`src/rtl/dmem_bus_arbiter_pkg.sv`:
```
// Shared types and constants for the data-memory / MMIO bus arbiter.
// Latency: none (declarations only).
// Backpressure: none (declarations only).
package dmem_bus_arbiter_pkg;

  // Dm_ctrl is the CPU's size/sign code; the arbiter only carries it through.
  localparam int DM_CTRL_W = 3;
  typedef logic [DM_CTRL_W-1:0] dm_ctrl_t;

  // Master identifiers, also used as the grant_id encoding.
  localparam logic MST_CPU = 1'b0;
  localparam logic MST_AUX = 1'b1;

  // Arbiter sequencing states.
  typedef enum logic [1:0] {
    IDLE   = 2'd0,
    ACCESS = 2'd1,
    RESP   = 2'd2
  } arb_state_t;

  // One captured master request, held stable for the whole slave access.
  typedef struct packed {
    logic        we;
    logic [31:0] addr;
    logic [31:0] wdata;
    dm_ctrl_t    dm_ctrl;
  } mem_req_t;

endpackage

```
`src/rtl/dmem_bus_arbiter_rr_arb2.sv`:
```
// Two-way round-robin pick between the CPU port and the auxiliary port.
// Latency: purely combinational.
// Backpressure: none; the caller decides when the pick is consumed.
module rr_arb2
  import dmem_bus_arbiter_pkg::*;
(
  input  logic req0,
  input  logic req1,
  input  logic last_grant,
  output logic grant_valid,
  output logic grant_id
);

  // A lone requester wins outright; on a tie the master that did not win last time goes.
  always_comb begin
    grant_valid = req0 | req1;
    grant_id    = MST_CPU;
    if (req0 && req1) begin
      grant_id = ~last_grant;
    end else if (req1) begin
      grant_id = MST_AUX;
    end
  end

endmodule

```
`src/rtl/dmem_bus_arbiter.sv`:
```
// Two-master arbiter and wait-state sequencer for the shared data memory / MMIO port.
// Latency: request seen in IDLE -> WAIT_CYCLES+1 ACCESS cycles -> one RESP cycle with ready.
// Backpressure: requests are only sampled in IDLE; a master waits (req held) until its ready pulse.
module dmem_bus_arbiter
  import dmem_bus_arbiter_pkg::*;
#(
  parameter int WAIT_CYCLES = 1,  // extra slave cycles, 0..15
  parameter int CNT_W       = 4   // must satisfy 2**CNT_W > WAIT_CYCLES
) (
  input  logic                 clk,
  input  logic                 reset,

  input  logic                 m0_req,
  input  logic                 m0_we,
  input  logic [31:0]          m0_addr,
  input  logic [31:0]          m0_wdata,
  input  logic [DM_CTRL_W-1:0] m0_dm_ctrl,
  output logic                 m0_ready,
  output logic [31:0]          m0_rdata,

  input  logic                 m1_req,
  input  logic                 m1_we,
  input  logic [31:0]          m1_addr,
  input  logic [31:0]          m1_wdata,
  input  logic [DM_CTRL_W-1:0] m1_dm_ctrl,
  output logic                 m1_ready,
  output logic [31:0]          m1_rdata,

  output logic [31:0]          s_addr,
  output logic [31:0]          s_wdata,
  output logic [DM_CTRL_W-1:0] s_dm_ctrl,
  output logic                 s_we,
  input  logic [31:0]          s_rdata,

  output logic                 busy,
  output logic                 grant_id
);

  arb_state_t       state_q;
  arb_state_t       state_d;
  logic [CNT_W-1:0] cnt_q;
  logic             last_grant_q;
  logic             grant_id_q;
  mem_req_t         req_q;
  mem_req_t         win_req;
  logic [31:0]      m0_rdata_q;
  logic [31:0]      m1_rdata_q;

  logic             arb_vld;
  logic             arb_id;
  logic             grant_take;
  logic             access_last;

  rr_arb2 u_rr_arb2 (
    .req0        (m0_req),
    .req1        (m1_req),
    .last_grant  (last_grant_q),
    .grant_valid (arb_vld),
    .grant_id    (arb_id)
  );

  // A grant only happens from IDLE, so requests arriving mid-transfer are ignored.
  assign grant_take  = (state_q == IDLE) && arb_vld;
  // Final ACCESS cycle: write strobe fires and read data is captured here.
  assign access_last = (state_q == ACCESS) && (cnt_q == '0);

  // Select the winning master's request fields for capture.
  always_comb begin
    win_req.we      = m0_we;
    win_req.addr    = m0_addr;
    win_req.wdata   = m0_wdata;
    win_req.dm_ctrl = m0_dm_ctrl;
    if (arb_id == MST_AUX) begin
      win_req.we      = m1_we;
      win_req.addr    = m1_addr;
      win_req.wdata   = m1_wdata;
      win_req.dm_ctrl = m1_dm_ctrl;
    end
  end

  // State register; reset aborts any transfer in flight.
  always_ff @(posedge clk or negedge reset) begin
    if (!reset) begin
      state_q <= IDLE;
    end else begin
      state_q <= state_d;
    end
  end

  // Next-state and output decode; slave and ready outputs are zero outside their states.
  always_comb begin
    state_d   = state_q;
    s_addr    = '0;
    s_wdata   = '0;
    s_dm_ctrl = '0;
    s_we      = 1'b0;
    m0_ready  = 1'b0;
    m1_ready  = 1'b0;
    m0_rdata  = m0_rdata_q;
    m1_rdata  = m1_rdata_q;
    unique case (state_q)
      IDLE: begin
        if (arb_vld) begin
          state_d = ACCESS;
        end
      end
      ACCESS: begin
        s_addr    = req_q.addr;
        s_wdata   = req_q.wdata;
        s_dm_ctrl = req_q.dm_ctrl;
        s_we      = access_last & req_q.we;
        if (cnt_q == '0) begin
          state_d = RESP;
        end
      end
      RESP: begin
        // Writes return zero data, but the held read value survives for later.
        if (grant_id_q == MST_CPU) begin
          m0_ready = 1'b1;
          if (req_q.we) begin
            m0_rdata = '0;
          end
        end else begin
          m1_ready = 1'b1;
          if (req_q.we) begin
            m1_rdata = '0;
          end
        end
        state_d = IDLE;
      end
      default: begin
        state_d = IDLE;
      end
    endcase
  end

  // Wait-state counter: loaded on grant, counts down through ACCESS.
  always_ff @(posedge clk or negedge reset) begin
    if (!reset) begin
      cnt_q <= '0;
    end else if (grant_take) begin
      cnt_q <= CNT_W'(WAIT_CYCLES);
    end else if ((state_q == ACCESS) && (cnt_q != '0)) begin
      cnt_q <= cnt_q - CNT_W'(1);
    end
  end

  // Capture the winner's request and record ownership; last_grant starts at AUX so CPU wins the first tie.
  always_ff @(posedge clk or negedge reset) begin
    if (!reset) begin
      req_q        <= '0;
      grant_id_q   <= MST_CPU;
      last_grant_q <= MST_AUX;
    end else if (grant_take) begin
      req_q        <= win_req;
      grant_id_q   <= arb_id;
      last_grant_q <= arb_id;
    end
  end

  // Per-master read data holding registers, updated only by that master's reads.
  always_ff @(posedge clk or negedge reset) begin
    if (!reset) begin
      m0_rdata_q <= '0;
      m1_rdata_q <= '0;
    end else if (access_last && !req_q.we) begin
      if (grant_id_q == MST_CPU) begin
        m0_rdata_q <= s_rdata;
      end else begin
        m1_rdata_q <= s_rdata;
      end
    end
  end

  assign busy     = (state_q != IDLE);
  assign grant_id = grant_id_q;

endmodule

```
`config.mk`:
```
export PLATFORM = sky130hd
export DESIGN_NAME = dmem_bus_arbiter
export DESIGN_NICKNAME = d
export VERILOG_FILES = /design/src/rtl/dmem_bus_arbiter_pkg.sv /design/src/rtl/dmem_bus_arbiter_rr_arb2.sv /design/src/rtl/dmem_bus_arbiter.sv
export SDC_FILE = /design/constraint.sdc
export NUM_CORES = 1
export LEC_CHECK = 0
export CAP_MARGIN = 40
export CORE_AREA = 2 2 121 123
export DETAILED_ROUTE_END_ITERATION = 8
export DIE_AREA = 0 0 123 125
export DONT_BUFFER_PORTS = 1
export PLACE_DENSITY = 0.66
export SYNTH_ARGS = -nofsm -noshare
export SYNTH_HDL_FRONTEND = slang
export SYNTH_SLANG_ARGS = --single-unit
```
`constraint.sdc`:
```
create_clock -name clk -period 4.2 [get_ports clk]
set_input_delay 1.26 -clock clk [delete_from_list [all_inputs] [get_ports clk]]
set_output_delay 1.26 -clock clk [all_outputs]
set_load 0.1 [all_outputs]
```
==> qor.csv <==
metric,value,unit
r2r_cells,4,
status,finished clean,
pre_cts_ws,1150,ps
yosys_warnings,0,
core_area,0.0142,mm²
grt_pass1_wl,25.5,mm
cp-start-kind,register,
hold_viol_final,0,
cp.arrival,2220,ps
clk_transition_reported_paths,60,ps
path_common_cell,buf_4,
cts_setup_buffers,0,
pin_count,308,
ys_seq_area_share,48.9,%
synth_area_leaders,"dfrtp_1 (48%), mux2_2 (27%), and2_1 (8.7%)",
diodes,0,
initial_core_util,50.5,%
drive_above_1_share,61.0,%
critPathMaxStageDelay,460,ps
avgSynthCellArea,13.1,µm²
synth-main-ff-cell,dfrtp_1,
rsz0062_at_grt,no,
maxSlewHeadroom,54.6,%
finalCriticalPeriod,3480,ps
wl_per_cell,18.9,µm
drt-total-wl,16.4,mm
reg2reg_slack,1550,ps
seq_area,0.00350,mm²
chipHeight,125,µm
tightest_slew,681,ps
multiInputGateArea,0.00357,mm²
fin_nets,844,
cap_violations,0,
cts_tree,done,
synthCells,546,
antenna_found_initial,0,
globalplace.congestion,0.737,
postPlaceCellArea,0.00883,mm²
syn_area,0.00717,mm²
clock-sinks,140,
die_w,123,µm
synth_top_area_cell,dfrtp_1,
cts_resized,0,
synth_async_sr_flop_share,100,%
hold_path.startpoint,m1_rdata_q[6],
yosys.area.top_type_share,48.5,%
htree_levels,4,
timing.rr.end,req_q[26],
syn_nets,720,
drt_drc_violations_left,0,
hold_class,register to register,
ys_ff_latch,140,
critical_path.cell_chain,"buf_4, and4bb_2, buf_4, nor2b_2, buf_4",
cp_slowest_cell,buf_4,
critPathKind,register to output port,
clock.fmax,287,MHz
r2r_start,state_q[1],
cts_buffer_depth,2,
dp_hpwl,11.9,mm
numCtsBuffers,17,
num_rows,44,
dr.first_iter.drc_count,239,
setup_viol,0,
vias,4613,
portBuffers,0,
hold_buffers,0,
maxSlewViolCount,0,
setup_ws,718,ps
min_period_over_period,82.9,%
grt_pass1_vias,4991,
fin_tns_setup,0,ps
min_path_cells,1,
synth_edf_count,0,
crit_required,2940,ps
drt-pass1-iter-count,4,
viasPerCell,5.33,
min_to,m1_rdata_q[6],
grt_usage,21.6,%
ys_types,32,
final_area,0.00944,mm²
endpoint_kind,output port,
clock_latency,420,ps
nFillCells,1063,
syn_to_final_growth,31.6,%
ant_nets,0,
grt-ovfl-total,0,
finClkSkew,8.11,ps
cts_root_buf,clkbuf_16,
die_area,0.0154,mm²
critPathMaxFanout,32,
grt_max_degree,141,
-- cell type report --
class	instances	area share [%]
Multi-Input combinational cell	366	37.8
Sequential cell	140	37.1
Clock buffer	21	4.99
Inverter	3	0.119
Timing Repair Buffer	142	16.0
Clock inverter	10	1.49
Tap cell	184	2.44
-- registers in the layout, indices dropped and copies added (netlist names) --
name	cells
req_q	68
cnt_q	4
state_q	2
grant_id	1
m0_rdata_q	32
m1_rdata_q	32
last_grant_q	1
-- layer usage --
layer	vias up	share of wire [%]	GRT usage [%]	wire length, µm
li1	2122	-	-	-
met5	-	0	0	0
met1	2259	37	24.6	6100
met2	203	53	37.8	8710
met3	29	7.1	6.11	1160
met4	0	2.6	8.82	432
-- how the worst max path moves through the flow --
| stage | from | endpoint | slack [ps] |
|---|---|---|---|
| after floorplan | grant_id | m0_rdata[10] | 60 |
| after global routing | grant_id | m0_rdata[21] | 630 |
| final | grant_id | m0_rdata[21] | 720 |
| after global placement | state_q[0] | m1_rdata[1] | 920 |
| after detailed placement | grant_id | m0_rdata[21] | 1150 |
| after CTS | grant_id | m0_rdata[21] | 690 |
-- cells in the final DEF, fill, tap and decap left out, drive strengths merged, types with 3 or more instances in the layout --
master    instances
and2            100
buf             142
bufinv            3
clkbuf           21
clkinv            4
clkinvlp          3
dfrtp           139
inv               3
mux2            201
nor2              3
nor2b            33
nor3b             3
o21ai             5
-- Yosys cell counts, types with 2 or more instances --
master    count
ha_1          2
nor3b_1       2
mux2_2      171
buf_2        10
clkbuf_1     23
a21oi_1       2
mux2_4       30
inv_1         3
nor2_1        3
o31ai_1       2
buf_12        3
o21ai_0       5
and2_1      100
nor2b_1      33
dfrtp_1     139
nand4b_1      2
-- cell families (layout without fill, tap and decap cells) --
kind of cell | count (synthesis) | after routing | share of synthesized area [%]
AO/OA/AOI/OAI | 13 | 13 | 1.17
adder cells (fa/ha/maj) | 2 | 2 | 0.349
buffers and inverters | 40 | 176 | 3.05
flip-flops | 140 | 140 | 48.9
multiplexers | 201 | 201 | 33.1
AND/OR/NAND/NOR | 150 | 150 | 13.4
-- through the flow --
stage          hold slack (ps)  utilization [%]  instances
3_5_place_dp               485             62.1        835
2_1_floorplan              471                -        546
6_report                   495             66.4        866
5_1_grt                    504             66.4        866
3_3_place_gp               481             61.6        832
4_1_cts                    499             66.4        866
-- worst max-delay path, delay by kind of cell (launching register included) --
kind          cells  cell delay, ps
flops             1             390
simple gates      2             430
buf+inv           3             970
Power is left out: the tool's default activity adds up to more than one toggle a clock period on the data nets, which glitch-free logic cannot reach.
